$ cat config.mk
export PLATFORM = sky130hd
export DESIGN_NAME = nf_uart_receiver_mv
export DESIGN_NICKNAME = d
export VERILOG_FILES = /design/src/rtl/nf_uart_receiver_mv.sv
export SDC_FILE = /design/constraint.sdc
export NUM_CORES = 1
export LEC_CHECK = 0
export ABC_AREA = 1
export CORE_MARGIN = 2
export CORE_UTILIZATION = 55
export DETAILED_ROUTE_END_ITERATION = 10
export GPL_TIMING_DRIVEN = 0
export PLACE_DENSITY = 0.75
export SYNTH_ARGS = -nofsm -noshare
export SYNTH_HDL_FRONTEND = slang
export SYNTH_SLANG_ARGS = --single-unit
export TNS_END_PERCENT = 10
$ cat constraint.sdc
create_clock -name clk -period 3.3 [get_ports clk]
set_input_delay 0.33 -clock clk [delete_from_list [all_inputs] [get_ports clk]]
set_output_delay 0.33 -clock clk [all_outputs]
set_load 0.005 [all_outputs]
$ cat src/rtl/nf_uart_receiver_mv.sv
// 8N1 UART receive core: two-flop synchroniser, start-bit verification and a
// three-sample majority vote per bit, with one-cycle valid / framing-error strobes.
module nf_uart_receiver_mv (
  input  logic        clk,
  input  logic        resetn,
  input  logic [15:0] comp,
  input  logic        rec_en,
  input  logic        uart_rx,
  output logic [7:0]  rx_data,
  output logic        rx_valid,
  output logic        rx_ferr,
  output logic        busy
);
  typedef enum logic [1:0] {IDLE, START, DATA, STOP} state_t;

  state_t      state_q, state_d;
  logic        sync1_q, sync2_q, hist_q;
  logic [15:0] comp_l_q, comp_l_d;
  logic [15:0] cnt_q, cnt_d;
  logic [2:0]  bit_idx_q, bit_idx_d;
  logic [7:0]  shift_q, shift_d;
  logic        s0_q, s0_d, s1_q, s1_d, s2_q, s2_d;
  logic [7:0]  rx_data_q, rx_data_d;
  logic        rx_valid_q, rx_valid_d;
  logic        rx_ferr_q, rx_ferr_d;
  logic        busy_q, busy_d;

  logic        fall, bit_end, vote;
  logic [15:0] half;

  assign fall    = hist_q & ~sync2_q;
  assign half    = comp_l_q >> 1;
  assign bit_end = (cnt_q == comp_l_q - 16'd1);

  always_comb begin
    // NOTE: every value driven here gets a default first, so no path infers a latch.
    state_d    = state_q;
    comp_l_d   = comp_l_q;
    cnt_d      = cnt_q;
    bit_idx_d  = bit_idx_q;
    shift_d    = shift_q;
    s0_d       = s0_q;
    s1_d       = s1_q;
    s2_d       = s2_q;
    rx_data_d  = rx_data_q;
    rx_valid_d = 1'b0;
    rx_ferr_d  = 1'b0;

    if (state_q != IDLE) begin
      cnt_d = cnt_q + 16'd1;
      if (cnt_q == half - 16'd1) s0_d = sync2_q;
      if (cnt_q == half)         s1_d = sync2_q;
      if (cnt_q == half + 16'd1) s2_d = sync2_q;
    end

    // The third sample can land on the very cycle the vote is consumed (stop bit,
    // or comp_l == 4), so the vote uses its next value.
    vote = (s0_q & s1_q) | (s0_q & s2_d) | (s1_q & s2_d);

    case (state_q)
      IDLE: begin
        if (rec_en && fall) begin
          comp_l_d = (comp < 16'd4) ? 16'd4 : comp;
          cnt_d    = '0;
          state_d  = START;
        end
      end
      START: begin
        if (bit_end) begin
          cnt_d = '0;
          if (vote) begin
            state_d = IDLE;
          end else begin
            bit_idx_d = '0;
            state_d   = DATA;
          end
        end
      end
      DATA: begin
        if (bit_end) begin
          cnt_d   = '0;
          shift_d = {vote, shift_q[7:1]};
          if (bit_idx_q == 3'd7) state_d = STOP;
          else                   bit_idx_d = bit_idx_q + 3'd1;
        end
      end
      STOP: begin
        // Decided just past mid-bit so a following start edge is never missed.
        if (cnt_q == half + 16'd1) begin
          cnt_d   = '0;
          state_d = IDLE;
          if (vote) begin
            rx_data_d  = shift_q;
            rx_valid_d = 1'b1;
          end else begin
            rx_ferr_d = 1'b1;
          end
        end
      end
      default: state_d = IDLE;
    endcase

    if (!rec_en) begin
      state_d    = IDLE;
      cnt_d      = '0;
      shift_d    = shift_q;
      rx_data_d  = rx_data_q;
      rx_valid_d = 1'b0;
      rx_ferr_d  = 1'b0;
    end

    busy_d = (state_d != IDLE);
  end

  // NOTE: sequential state uses non-blocking assignments so every flop samples pre-edge values.
  always_ff @(posedge clk or negedge resetn) begin
    if (!resetn) begin
      state_q    <= IDLE;
      sync1_q    <= 1'b1;
      sync2_q    <= 1'b1;
      hist_q     <= 1'b1;
      comp_l_q   <= 16'd4;
      cnt_q      <= '0;
      bit_idx_q  <= '0;
      shift_q    <= '0;
      s0_q       <= 1'b1;
      s1_q       <= 1'b1;
      s2_q       <= 1'b1;
      rx_data_q  <= '0;
      rx_valid_q <= 1'b0;
      rx_ferr_q  <= 1'b0;
      busy_q     <= 1'b0;
    end else begin
      state_q    <= state_d;
      sync1_q    <= uart_rx;
      sync2_q    <= sync1_q;
      hist_q     <= sync2_q;
      comp_l_q   <= comp_l_d;
      cnt_q      <= cnt_d;
      bit_idx_q  <= bit_idx_d;
      shift_q    <= shift_d;
      s0_q       <= s0_d;
      s1_q       <= s1_d;
      s2_q       <= s2_d;
      rx_data_q  <= rx_data_d;
      rx_valid_q <= rx_valid_d;
      rx_ferr_q  <= rx_ferr_d;
      busy_q     <= busy_d;
    end
  end

  assign rx_data  = rx_data_q;
  assign rx_valid = rx_valid_q;
  assign rx_ferr  = rx_ferr_q;
  assign busy     = busy_q;
endmodule

==> Word-level counts from Yosys, hierarchy flattened <==
Cells that the tools add are included.
{ "classes": {"addsub": 5, "n_lt_le_gt_ge": 1, "eq_ne": 12, "mux": 30, "bitwise_logic": 7, "reduce_logical": 12} }
{ "ops": {"columns": ["op", "n"], "rows": [
  ["16-bit two-way mux", 6],
  ["16-bit == test", 3],
  ["16-bit one-hot mux with 3 select lines", 1],
  ["15-bit by 1-bit adder with 16-bit output (second input constant)", 1],
  ["16-bit by 1-bit adder with 16-bit output (second input constant)", 1],
  ["16-bit by 15-bit == test with 1-bit output", 1],
  ["16-bit by 3-bit less-than comparator with 1-bit output (second input constant)", 1],
  ["15-bit by 1-bit subtractor with 16-bit output (second input constant)", 1],
  ["16-bit by 1-bit subtractor with 16-bit output (second input constant)", 1],
  ["2-bit two-way mux", 7],
  ["3-bit two-way mux", 4],
  ["1-bit two-way mux", 10],
  ["2-bit != test (second input constant)", 4],
  ["2-bit one-hot mux with 4 select lines", 1],
  ["3-bit one-hot mux with 2 select lines", 1],
  ["2-bit AND reduction", 3],
  ["2-bit nonzero test", 3],
  ["5-bit AND reduction", 1],
  ["1-bit bitwise AND", 4],
  ["2-bit == test (second input constant)", 2],
  ["4-bit AND reduction", 1],
  ["3-bit by 1-bit adder with 3-bit output (second input constant)", 1],
  ["3-bit == test (second input constant)", 1],
  ["3-bit AND reduction", 1],
  ["other kinds (6)", 7]
]} }
{ "word_totals": {"regBits": 62, "inputBits": 20, "word_cells": 82} }

==> Logic depth before layout (Yosys ltp) <==
{ "logic_depth": {"depth_word": 12, "mapped_depth": 21} }

==> Least setup slack after synthesis <==
Ideal clock, no wire load.
{ "synth_path": {"path_type": "register to register", "start": "register comp_l_q[2]", "end": "register rx_data_q[7] (netlist: rx_data[7])", "setup_time_ns": 0.117, "arrival_time_ns": 2.252, "required_ns": 3.183, "slack_ns": 0.931, "path_stages_with_launch": 21, "period_less_slack_ns": 2.369, "cell_sequence": "dfstp_2 buf_6 inv_1 ha_1 inv_1 nand2_1 nand2_1 nand2_1 nor2_1 nand2_1 nor2_1 nand3_1 nor2_2 nand3_1 nand2_1 nand2_1 nand2_2 nand3_4 buf_6 nand2_1 o21ai_2"} }
{ "synth_between": {"elab_chain_cells": 8} }
{ "synth_rtl": {"columns": ["element", "line_no", "rtl"], "rows": [
  ["start: declaration", "18", "logic [15:0] comp_l_q, comp_l_d;"],
  ["start signal: assignment", "138", "comp_l_q <= comp_l_d;"],
  ["15-bit by 1-bit adder with 16-bit output (*)", "53, 89", null],
  ["16-bit == test (*)", "53, 89", null],
  ["1-bit two-way mux", "53", "if (cnt_q == half + 16'd1) s2_d = sync2_q;"],
  ["1-bit two-way mux", "49", "if (state_q != IDLE) begin"],
  ["1-bit bitwise AND", "58", "vote = (s0_q & s1_q) | (s0_q & s2_d) | (s1_q & s2_d);"],
  ["1-bit bitwise OR (2 in a row)", "58", null],
  ["4-bit AND reduction (no line) (*)", null, null],
  ["end signal: assignment", "145", "rx_data_q <= rx_data_d;"],
  ["end: declaration", "23", "logic [7:0] rx_data_q, rx_data_d;"]
]} }
Mark *: on every way between the ends. The rest lies on a longest branch, timed or not.
A chain may end at the register's enable or synchronous reset.

==> Worst setup path after layout <==
{ "layout_path": {"start": "register comp_l_q[0]", "end": "register cnt_q[0]"} }
{ "layout_between": {"elab_chain_cells": 5} }
{ "layout_rtl": {"columns": ["element", "line_no", "rtl"], "rows": [
  ["16-bit by 1-bit subtractor with 16-bit output", "33", "assign bit_end = (cnt_q == comp_l_q - 16'd1);"],
  ["16-bit == test", "33", null],
  ["16-bit two-way mux", "69, 80", null],
  ["16-bit one-hot mux with 3 select lines", "60", "case (state_q)"],
  ["16-bit two-way mux", "103", "if (!rec_en) begin"],
  ["named net cnt_d[0]", "19", "logic [15:0] cnt_q, cnt_d;"],
  ["end signal: assignment", "139", "cnt_q <= cnt_d;"],
  ["end: declaration", "19", null]
]} }
The timed path passes the listed nets, and every way through them passes these cells.

==> results_dict.tcl <==
set metrics [dict create \
    status "finished clean" \
    area_growth_pct 14.2 \
    die_area_sq_mm 0.00905 \
    slowest_stage "dfrtp_1" \
    pre_cts_slack_ns 0.164 \
    multiInputGateArea_sq_mm 0.00255 \
    port_buffers 30 \
    fill_cells 752 \
    dr.pass1.iters 6 \
    synth.yosys.seq_area_share 0.341 \
    final_nets 728 \
    yosys.area.top_type "dfrtp_1" \
    drive_above_1_share 0.105 \
    max_slew_margin 0.619 \
    drc 0 \
    fp.dieH_um 95.2 \
    antenna_cells 0 \
    gp_congestion 1.07 \
    grt_pass1_wl_um 20000 \
    synthTopCellsByArea "dfrtp_1, nand2_1, inv_1" \
    clock-root-buffer "clkbuf_8" \
    clockBufferDepth 2 \
    crit_type "reg2reg" \
    antenna_found_initial 0 \
    rsz0062_at_grt "false" \
    start_util 0.562 \
    avgSynthCellArea_sq_um 6.99 \
    layout_common_cells "nand2_1, inv_1, nor2_1" \
    fin_worst_skew_ns 0.00952 \
    ys.flop_type "dfrtp_1" \
    finalCritPeriodShare 0.907 \
    synth.ff_latch_count 62 \
    async_reset_ff_frac 1.00 \
    hp-start "sync1_q$_DFF_PN1_" \
    io_pins 31 \
    die_x_um 95.2 \
    critPathArrivalTime_ns 3.24 \
    crit_top_cell "nor2_1" \
    drt_iter0_markers 246 \
    route.vias.total 4288 \
    final_antenna_net_count 0 \
    drv_cap 0 \
    yosys.area.top_type_share 0.301 \
    end_kind "register" \
    p_per_area_mw_per_mm2 716 \
    min_path_type "reg2reg" \
    netlist_instances 654 \
    hold_viol 0 \
    grt_max_degree 41 \
    cts.clk_slew.worst_paths_ns 0.09 \
    cts_buffers 9 \
    cts_max_level 3 \
    clk_latency_ns 0.36 \
    irDropWorstVdd_mv 0.438 \
    worstMarginPinSlew_ns 0.572 \
    wl_per_cell_um 14.8 \
    layout_setup_ws_ns 0.307 \
    grtUsageTotal 0.291 \
    synth_edf_count 0 \
    cp-startpoint "comp_l_q[0]$_DFFE_PN0P_" \
    required_ns 3.55 \
    ff_latch_area_sq_mm 0.00156 \
    fmax_ghz 0.334 \
    ys_warn_count 0 \
    detailed_place_hpwl_um 9420 \
    final_common_cell "nand2_1" \
    routed_wirelength_um 11900 \
    fin_crit_ns 2.99 \
    grt_pass1_vias 4071 \
    setup_violations 0 \
    core_area_sq_mm 0.00813 \
    total_leakage_power_nw 2.48 \
    syn_area_sq_mm 0.00457 \
    fin_util 0.641 \
    numClockSinks 62 \
    yosys.cell_types.count 39 \
    crit_path_max_incr_delay_ns 0.55 \
    grt-ovfl-total 0 \
    synth_nets 684 \
    critical_path.cell_chain "clkinvlp_4 -> ha_1 -> nand2_1 -> inv_1 -> nor2_1 -> o21ai_0 -> inv_1 -> nand2_1 -> nor3_1 -> nand2_1 -> nor2_1 -> nand3_1 -> nor2_1 -> nor2_1 -> o21ai_2 -> buf_6 -> nor2_1" \
    cts_tree "yes" \
    avgViaCountPerCell 5.31 \
    startpoint_type "register" \
    r2r_start "comp_l_q[0]$_DFFE_PN0P_" \
    std_cell_rows 33 \
    slew_violations 0 \
    crit_fanout 10 \
]
-- kinds of logic after synthesis --
logic type      count (synthesis)  share of synthesized area
simple gates                  373                      0.369
buf+inv                       108                      0.101
xor+xnor                       48                     0.0920
fa+ha+maj                      10                     0.0274
flops                          62                      0.341
compound gates                 53                     0.0687
-- registers in the layout, indices dropped and copies added (netlist names) --
signal / count
hist_q: 1
rx_data: 8
state_q: 2
sync2_q: 1
s1_q: 1
cnt_q: 16
bit_idx_q: 3
rx_ferr: 1
s0_q: 1
rx_valid: 1
s2_q: 1
busy: 1
shift_q: 8
comp_l_q: 16
sync1_q: 1
-- final timing paths --
| kind | end | slack, ns | cells past startpoint |
|---|---|---|---|
| setup / recovery | cnt_q[0]$_DFF_PN0_ | 0.31 | 17 |
| hold / removal | sync2_q$_DFF_PN1_ | 0.36 | 0 |
| setup reg to reg | cnt_q[0]$_DFF_PN0_ | 0.31 | 17 |
| hold reg to reg | sync2_q$_DFF_PN1_ | 0.36 | 0 |
| max in group asynchronous | hist_q$_DFF_PN1_ | 2.13 | 3 |
| min in group asynchronous | comp_l_q[13]$_DFFE_PN0P_ | 0.49 | 2 |
-- routing by layer --
metal  share of wire  track usage  vias up  wire, um
met5               0            0        -         0
met4           0.023       0.0966        0       276
met3           0.051       0.0443       22       610
met2            0.46        0.459      131      5530
met1            0.46        0.410     1982      5530
li1                -            -     2153         -
-- timing repair --
item	CTS	global route
buffers inserted	0	1
gates resized for setup	0	1
hold buffers	1	0
setup endpoints to repair	0	16
endpoints found under the hold margin	21	0
-- report_power, final --
part / switching (mW) / internal, mW / total (mW)
logic: 1.35 / 0.705 / 2.05
registers: 0.127 / 0.894 / 1.02
clock network: 0.379 / 0.282 / 0.661
total: 1.86 / 1.88 / 3.74
-- final cells by class --
class / instances / area share
flip-flops and latches: 62 / 0.299
clock inverters: 7 / 0.0106
well taps: 105 / 0.0252
clock buffers: 9 / 0.0237
plain buffers: 19 / 0.0245
repair buffers: 33 / 0.0638
multi-input cells: 484 / 0.488
inverters: 89 / 0.0648
-- Yosys cell counts (5+ instances only) --
cell	instances
nand2_1	199
inv_1	87
nor2_1	66
dfrtp_1	55
nand3_1	41
xor2_1	35
o21ai_0	33
nand4_1	20
xnor2_1	13
ha_1	10
nor4_1	10
o21ai_2	10
nor3_1	8
dfstp_2	7
buf_6	5
clkbuf_1	5
nor2_4	5
-- per-stage QoR --
step	hold WS [ns]	instance area, sq um	std cells	TNS [ns]	power, mW
6_report	0.360	5220	808	0	3.74
5_1_grt	0.369	5220	808	0	4.06
4_1_cts	0.360	5200	807	0	3.70
3_5_place_dp	0.348	5020	790	0	3.03
3_3_place_gp	0.347	5000	789	-4.58	3.01
2_1_floorplan	0.0344	4570	654	0	2.53
-- critical path: cells and delay by family (launching register included) --
family / cells / cell delay [ns]
AOI/OAI and AO/OA: 2 / 0.37
adders and majority gates: 1 / 0.33
buffers and inverters: 4 / 0.54
DFF: 1 / 0.55
and+or+nand+nor: 10 / 1.09
No activity file was read; power rests on OpenSTA's default activity.
